**config.mk**
```make
export PLATFORM = sky130hd
export DESIGN_NAME = ras_ckpt_stack
export DESIGN_NICKNAME = d
export VERILOG_FILES = /design/src/rtl/ras_ckpt_stack.sv
export SDC_FILE = /design/constraint.sdc
export NUM_CORES = 2
export LEC_CHECK = 0
export CAP_MARGIN = 40
export CORE_MARGIN = 3
export CORE_UTILIZATION = 24
export CTS_CLUSTER_DIAMETER = 40
export DETAILED_ROUTE_END_ITERATION = 6
export PLACE_DENSITY_LB_ADDON = 0.15
export SLEW_MARGIN = 20
export SYNTH_ARGS = -nofsm -noshare
export SYNTH_HDL_FRONTEND = slang
export SYNTH_SLANG_ARGS = --single-unit
```
**constraint.sdc**
```tcl
create_clock -name clk_in -period 8.1 [get_ports clk_in]
set_input_delay 1.215 -clock clk_in [delete_from_list [all_inputs] [get_ports clk_in]]
set_output_delay 1.215 -clock clk_in [all_outputs]
set_load 0.1 [all_outputs]
```
**src/rtl/ras_ckpt_stack.sv**
```systemverilog
// Circular return-address stack with multi-slot speculative checkpoints.
// A mispredict restores tail, size and top entry from a checkpoint in one cycle.
module ras_ckpt_stack #(
  parameter int unsigned STACK_DEPTH = 16,
  parameter int unsigned ENTRY_SIZE  = 64,
  parameter int unsigned NUM_CKPT    = 4,
  localparam int unsigned PW = $clog2(STACK_DEPTH),
  localparam int unsigned SW = $clog2(STACK_DEPTH + 1),
  localparam int unsigned IW = (NUM_CKPT > 1) ? $clog2(NUM_CKPT) : 1
) (
  input  logic                  clk_in,
  input  logic                  rst_N_in,
  input  logic                  push_in,
  input  logic                  pop_in,
  input  logic [ENTRY_SIZE-1:0] push_data_in,
  input  logic                  ckpt_req_in,
  output logic                  ckpt_ready_out,
  output logic [IW-1:0]         ckpt_id_out,
  input  logic                  restore_in,
  input  logic [IW-1:0]         restore_id_in,
  input  logic                  release_in,
  input  logic [IW-1:0]         release_id_in,
  output logic [ENTRY_SIZE-1:0] top_out,
  output logic                  empty_out,
  output logic [SW-1:0]         size_out,
  output logic                  overflow_out,
  output logic                  underflow_out
);

  localparam logic [SW-1:0] FULL = SW'(STACK_DEPTH);

  logic [ENTRY_SIZE-1:0] r_entries [STACK_DEPTH];
  logic [PW-1:0]         r_tail;
  logic [SW-1:0]         r_size;
  logic                  r_overflow;
  logic                  r_underflow;

  logic [NUM_CKPT-1:0]   r_ck_valid;
  logic [PW-1:0]         r_ck_tail [NUM_CKPT];
  logic [SW-1:0]         r_ck_size [NUM_CKPT];
  logic [ENTRY_SIZE-1:0] r_ck_top  [NUM_CKPT];

  logic                  w_rst_ok;
  logic                  w_rel_ok;
  logic [PW-1:0]         w_base_tail;
  logic [SW-1:0]         w_base_size;
  logic [PW-1:0]         w_nxt_tail;
  logic [SW-1:0]         w_nxt_size;
  logic [ENTRY_SIZE-1:0] w_nxt_top;
  logic                  w_wr_en;
  logic [PW-1:0]         w_wr_addr;
  logic                  w_ovf;
  logic                  w_unf;
  logic                  w_ready;
  logic [IW-1:0]         w_free_id;
  logic                  w_alloc;
  logic [NUM_CKPT-1:0]   w_nxt_valid;

  always_comb begin
    w_rst_ok = 1'b0;
    if (restore_in && (32'(restore_id_in) < NUM_CKPT))
      w_rst_ok = r_ck_valid[restore_id_in];
    w_rel_ok = release_in && (32'(release_id_in) < NUM_CKPT);
  end

  // Push/pop operate on the restored state, so a restore and a call can share a cycle.
  always_comb begin
    w_base_tail = w_rst_ok ? r_ck_tail[restore_id_in] : r_tail;
    w_base_size = w_rst_ok ? r_ck_size[restore_id_in] : r_size;
    w_nxt_tail  = w_base_tail;
    w_nxt_size  = w_base_size;
    w_wr_en     = 1'b0;
    w_wr_addr   = w_base_tail;
    w_ovf       = 1'b0;
    w_unf       = 1'b0;
    if (push_in && (!pop_in || (w_base_size == '0))) begin
      w_nxt_tail = w_base_tail + PW'(1);
      w_wr_en    = 1'b1;
      w_wr_addr  = w_base_tail + PW'(1);
      w_nxt_size = (w_base_size == FULL) ? FULL : w_base_size + SW'(1);
      w_ovf      = (w_base_size == FULL);
      w_unf      = pop_in;
    end else if (push_in) begin
      w_wr_en = 1'b1;
    end else if (pop_in) begin
      if (w_base_size == '0) begin
        w_unf = 1'b1;
      end else begin
        w_nxt_tail = w_base_tail - PW'(1);
        w_nxt_size = w_base_size - SW'(1);
      end
    end
  end

  // Top of the post-update state, forwarding this cycle's pending writes.
  always_comb begin
    if (w_wr_en && (w_wr_addr == w_nxt_tail))
      w_nxt_top = push_data_in;
    else if (w_rst_ok && (r_ck_tail[restore_id_in] == w_nxt_tail))
      w_nxt_top = r_ck_top[restore_id_in];
    else
      w_nxt_top = r_entries[w_nxt_tail];
  end

  always_comb begin
    w_ready   = 1'b0;
    w_free_id = '0;
    for (int unsigned i = 0; i < NUM_CKPT; i++) begin
      if (!r_ck_valid[i] && !w_ready) begin
        w_ready   = 1'b1;
        w_free_id = IW'(i);
      end
    end
    w_alloc     = ckpt_req_in && w_ready;
    w_nxt_valid = r_ck_valid;
    if (w_rst_ok) w_nxt_valid[restore_id_in] = 1'b0;
    if (w_rel_ok) w_nxt_valid[release_id_in] = 1'b0;
    if (w_alloc)  w_nxt_valid[w_free_id]     = 1'b1;
  end

  always_ff @(posedge clk_in) begin
    if (!rst_N_in) begin
      r_tail      <= '0;
      r_size      <= '0;
      r_ck_valid  <= '0;
      r_overflow  <= 1'b0;
      r_underflow <= 1'b0;
    end else begin
      r_tail      <= w_nxt_tail;
      r_size      <= w_nxt_size;
      r_ck_valid  <= w_nxt_valid;
      r_overflow  <= w_ovf;
      r_underflow <= w_unf;
    end
  end

  // Storage arrays carry no reset; the push write is last so it wins over the repair.
  always_ff @(posedge clk_in) begin
    if (rst_N_in) begin
      if (w_rst_ok) r_entries[r_ck_tail[restore_id_in]] <= r_ck_top[restore_id_in];
      if (w_wr_en)  r_entries[w_wr_addr] <= push_data_in;
      if (w_alloc) begin
        r_ck_tail[w_free_id] <= w_nxt_tail;
        r_ck_size[w_free_id] <= w_nxt_size;
        r_ck_top[w_free_id]  <= w_nxt_top;
      end
    end
  end

  assign top_out        = r_entries[r_tail];
  assign empty_out      = (r_size == '0);
  assign size_out       = r_size;
  assign overflow_out   = r_overflow;
  assign underflow_out  = r_underflow;
  assign ckpt_ready_out = w_ready;
  assign ckpt_id_out    = w_free_id;

endmodule

```
# Word level (Yosys, flattened, before mapping)

Memories as Yosys holds them, arrays and structs flattened. A register that Yosys moved wholly into a read port is not among the register bits.
Cells that the tools add are included.

Output and inout bits: 75
Memory bits (writable): 1316
Register bits: 15
Memories kept: 4
Word-level logic and storage cells: 96

Memories:

| name      | words | bits a word | rd ports | clocked after Yosys merged registers in | write ports | line | source |
|---|---|---|---|---|---|---|---|
| r_entries | 16    | 64          | 2        | 1                                       | 2           | 32   | `logic [ENTRY_SIZE-1:0] r_entries [STACK_DEPTH];` |
| r_ck_top  | 4     | 64          | 1        | 0                                       | 1           | 41   | `logic [ENTRY_SIZE-1:0] r_ck_top [NUM_CKPT];` |
| r_ck_size | 4     | 5           | 1        | 0                                       | 1           | 40   | `logic [SW-1:0] r_ck_size [NUM_CKPT];` |
| r_ck_tail | 4     | 4           | 1        | 0                                       | 1           | 39   | `logic [PW-1:0] r_ck_tail [NUM_CKPT];` |

Muxes and demuxes: 49
Add/sub/neg operators: 4
$lt $le $gt $ge: 6
Reductions and logical operators: 20
Bitwise logic cells: 5
Equality and inequality tests: 3

Operators with widths:

| cell                                                              | count |
|---|---|
| 2-to-1 mux 64 bit                                                 | 2 |
| 2-to-1 mux 4 bit                                                  | 10 |
| 2-to-1 mux 5 bit                                                  | 6 |
| 2-to-1 mux 1 bit                                                  | 25 |
| logical AND 1 bit                                                 | 10 |
| logical NOT 5 bit                                                 | 2 |
| less-than comparator 2 x 3 -> 1 bit, second input constant        | 3 |
| bitwise AND 4 bit                                                 | 2 |
| equality test 4 bit                                               | 2 |
| NOT 4 bit                                                         | 2 |
| demux 1 bit (select 2 bit)                                        | 3 |
| greater-or-equal comparator 2 x 1 -> 1 bit, second input constant | 3 |
| logical NOT 1 bit                                                 | 6 |
| adder 5 x 1 -> 5 bit, second input constant                       | 1 |
| equality test 5 bit, second input constant                        | 1 |
| subtractor 5 x 1 -> 5 bit, second input constant                  | 1 |
| adder 4 x 1 -> 4 bit, second input constant                       | 1 |
| 2-to-1 mux 2 bit                                                  | 2 |
| OR 4 bit                                                          | 1 |
| subtractor 4 x 1 -> 4 bit, second input constant                  | 1 |
| binary-select mux 1 bit (select 2 bit)                            | 1 |
| AND reduction 2 bit                                               | 1 |
| logical OR 1 bit                                                  | 1 |

# Depth between registers and ports, before layout

Depth after elaboration: 15
Depth in mapped cells: 20
Mapped depth without buffers: 14

# Least setup slack after synthesis

No wires, ideal clock.

Path kind: input to register
Start point: input restore_id_in[1]
End point: memory r_entries[14][0] (enable)
Arrival: 6.644 ns
Path buffers: 4
Stages: 17
Path slack: 0.411 ns
Required time: 7.055 ns
Cell sequence: buf_2 -> nand2b_1 -> o22ai_4 -> buf_4 -> mux2i_1 -> ha_1 -> or3b_2 -> a221oi_2 -> a31o_4 -> a21o_1 -> and2_4 -> xor2_2 -> nor2_1 -> nand3_1 -> buf_2 -> buf_4 -> o21ai_0

RTL lines:

| what               | line | source |
|---|---|---|
| start: declaration | 20   | `input logic [IW-1:0] restore_id_in,` |
| end: declaration   | 32   |  |

==> results by stage <==
Timing:
- The number of failing setup endpoints in the final timing report is 0.
- Subtracting the final worst setup slack from the clock period gives 6.06 ns.
- Static timing analysis puts the maximum clock frequency at 0.165 GHz.
- The final critical path takes up 74.8% of the cycle.
- Setup repair after global routing left no endpoint under its margin.
- The normalized max-slew margin is 37.7%.
- The sum of negative setup slack is 0 ns.
- The worst setup skew after layout is 0.0394 ns.
- The total count of hold-check failures in the final report is 0.
- Hold is met by ~0.63 ns.
- The total count of max-transition violations in the final report is 0.
- At the pin with the least slew margin, the transition time is 0.935 ns.

GRT:
- The first global-routing pass estimated 408000 um of wire.
- The number of antenna violations at the first check in global routing is 19.
- Entering global routing, the biggest net connects roughly 130 pins.
- The met1 capacity usage during global routing is 23.9%.
- In the global route stage, met2 resource usage came out at 30.1%.
- The number of global-route vias before repair is approximately 51000.
- The total routing resource utilization after global routing is a little under a fifth.
- Summed over all layers, the global routing overflow is 0.
- After global routing, the most crowded layer is met2.
- In the global route stage, met3 resource usage came out at 2.67%.

Cells and area:
- The final net count is approximately 5500.
- The top cell types in the final layout, fill and taps aside, are edfxtp_1, mux2_2, nand2_1.
- Cells with a size suffix above 1 make up 38.2% of the layout.
- Leaving out fill and tap cells, the most frequent cell in the layout is edfxtp_1.
- The relative area change from synthesis to final layout is 24.5%.
- The number of filler instances in the final layout is ~30000.

Power:
- The combinational cell fraction of total power is 46.3%.
- The analysis attributes to cell leakage a power of between 30 and 40 nW.
- In this run the power spent charging and discharging nets is around 0.016 W.
- Dividing total power by cell area gives a power density of 430 nW/um^2.
- The worst vdd rail ir drop is 0.465 mV.
- Per report_power, the sequential group accounts for around 22% of the total.
- The total power is roughly 0.039 W.
- The switching part of the total is 40.9%.
- The share of total power dissipated in the clock network is about a third.
- Internal power comes to 0.0233 W.

Critical path:
- The depth of the most critical reg-to-reg path is 14.
- The data arrival time of the worst path is roughly 6.5 ns.
- The maximum net fanout on the critical path is 36.
- The worst setup path is launched from an input pin.
- The worst setup path is of the input pin to flop kind.
- STA classifies the critical path endpoint as a flop.
- The data required time at the worst endpoint is 8.54 ns.

CTS:
- The clock tree from TritonCTS is built.
- The count of H-tree levels built during CTS is 5.
- The quantity of hold-fixing buffers added after cts is 0.
- The number of buffers inserted during clock tree synthesis is around 310.
- The clock tree buffer depth is 4.
- Counting every sink on the clock net gives 1331.
- The insertion delay to the later sink of the worst-skew pair is 0.84 ns.
- The number of setup buffers added after CTS is 0.
- After clock tree synthesis, the clock-pin slew on the worst setup and hold paths is 0.04 ns.
- The clock root buffer master is clkbuf_16.
- Post-CTS repair changed the size of 0 cells.

Drt:
- The overall routed net length is between 200000 and 300000 um.
- The count of unresolved DRC violations after routing is 0.
- In this run the remaining antenna-violating nets after routing total 0.
- The initial DRC count is ~4300.
- For this run, the detailed router's first-pass iteration total came to 7.
- In the final routed layout, each cell accounts on average for 29.9 um.
- The vias per cell is 5.06.
- The routed via count is between 40000 and 50000.

Synth:
- The number of distinct library cell variants in the gate-level netlist after synthesis is 69.
- The number of flip-flops and latches in the synthesized netlist is ~1300.
- The post-synthesis cell count is 5226.
- The number of enable-type register cells in the synthesized netlist is approximately 1300.
- Counting every net in the synthesized netlist gives 5305.
- The proportion of synthesized chip area in sequential cells is 54.1%.
- The synthesized cell area is 73700 um^2.
- Of all flip-flops after synthesis, the portion carrying an async set or reset was 0%.
- The Yosys step of the flow raised 0 warnings.
- The mean instance size in the synthesized netlist is 14.1 um^2.
- For this run, the leading register cell type out of synthesis is edfxtp_1.

Place:
- Input and output buffers added on the ports amount to 149.
- The congestion estimate from routability-driven global placement came to between 0.7 and 0.8.
- The half-perimeter wire length after detailed placement is 153000 um.

Floorplan:
- The I/O pin count is 150.
- After floorplanning, the core was divided into 202 placement rows.
- The initial core utilization is 24.2%.
- Measured along the y axis, the die boundary spans 560 um.
- From left edge to right edge, the die measures approximately 560 um.
- The area of the placeable core is 304000 um^2.
- The overall die area is 314000 um^2.

Job:
- The tool flagged a number of max-cap violations equal to 0.

Worst hold path:
- The tightest min-delay check is of the flop to flop type.
- The hold-critical path depth is 1.

Outcome:
- The flow ran to the end, and the final reports show no timing, DRC or antenna violations.
==> power by group through the flow <==
stage	logic [W]	clock network (W)	registers (W)
finish	0.0182	0.0124	0.00881
global route	0.0193	0.0130	0.00884
CTS	0.0185	0.0126	0.00881
global placement	0.0171	0	0.00898
detailed placement	0.0184	0	0.00893
floorplan	0.0116	0	0.00888
==> state kept, by name, summed over array words and instances, names as in the netlist <==
signal / flops
overflow_out: 1
r_ck_size: 20
r_ck_tail: 16
r_ck_top: 256
r_ck_valid: 4
r_entries: 1024
r_tail: 4
size_out: 5
underflow_out: 1
==> cell families (layout without fill, tap and decap cells) <==
group	count (synthesis)	after routing	share of synthesized area (%)
muxes	1493	1493	29.8
and+or+nand+nor	1261	1261	6.84
xor gates and xnor gates	10	10	0.168
adders and majority gates	4	4	0.0679
AOI/OAI and AO/OA	585	585	5.44
other	0	7	0
buffers and inverters	542	939	3.60
DFF	1331	1331	54.1
==> final timing paths <==
kind                                  from                          end  slack [ns]
setup / recovery                restore_in  r_entries[15][13]$_DFFE_PP_        2.04
hold / removal    r_ck_valid[2]$_SDFF_PN0_     r_ck_valid[2]$_SDFF_PN0_        0.63
setup reg to reg  r_ck_valid[2]$_SDFF_PN0_  r_entries[15][13]$_DFFE_PP_        2.46
hold reg to reg   r_ck_valid[2]$_SDFF_PN0_     r_ck_valid[2]$_SDFF_PN0_        0.63
==> critical path, cell delays in order <==
cell	delay (ns)
clkdlybuf4s50_1	0.54
nand2_1	0.16
o22ai_4	0.29
mux2i_1	0.45
ha_1	0.28
or3b_2	0.47
a221oi_2	0.28
a31o_4	0.23
a21o_1	0.23
and2_4	0.19
xor2_2	0.22
nor2_1	0.39
nand3_4	0.59
o21ai_4	0.24
buf_4	0.67
==> area by class of cell <==
class                   instances  area (um^2)  share of cell area (%)
repair buffers                373         4920                    5.37
inverters                      14         86.3                  0.0941
multi-input cells            3353        31600                    34.4
diodes                          7         17.5                  0.0191
clock buffers                 349         7930                    8.64
flip-flops and latches       1331        39800                    43.4
well taps                    4080         5100                    5.57
clock inverters               203         2240                    2.45
==> Yosys cell counts (all sizes together), types with 21 or more instances <==
| cell | instances | area [um^2] |
|---|---|---|
| edfxtp | 1316 | 39500 |
| mux4 | 457 | 10300 |
| buf | 264 | 1600 |
| a21oi | 398 | 2020 |
| nor2 | 215 | 810 |
| o31ai | 65 | 488 |
| nand2 | 849 | 3190 |
| o41ai | 64 | 1040 |
| o21ai | 21 | 113 |
| mux2 | 1027 | 11600 |
| nor3 | 146 | 731 |
| clkbuf | 264 | 991 |
==> per-stage QoR <==
stage               setup slack, ns  util (%)  instance area [um^2]  cells
floorplan                     0.411         -                 73700   5226
global placement               1.26      26.3                 79800   9058
detailed placement             1.24      26.8                 81500   9148
CTS                            2.12      30.1                 91600   9700
global route                   1.80      30.2                 91700   9707
finish                         2.04      30.2                 91700   9710
==> routing by layer <==
metal / up-vias / wire (um) / part of all wire (%)
li1: 20681 / - / -
met1: 26221 / 125000 / 43
met2: 1726 / 141000 / 49
met3: 534 / 14600 / 5.0
met4: 4 / 9790 / 3.4
met5: - / 24 / 0.0083
Note: power is estimated with default switching activity, not from simulation.
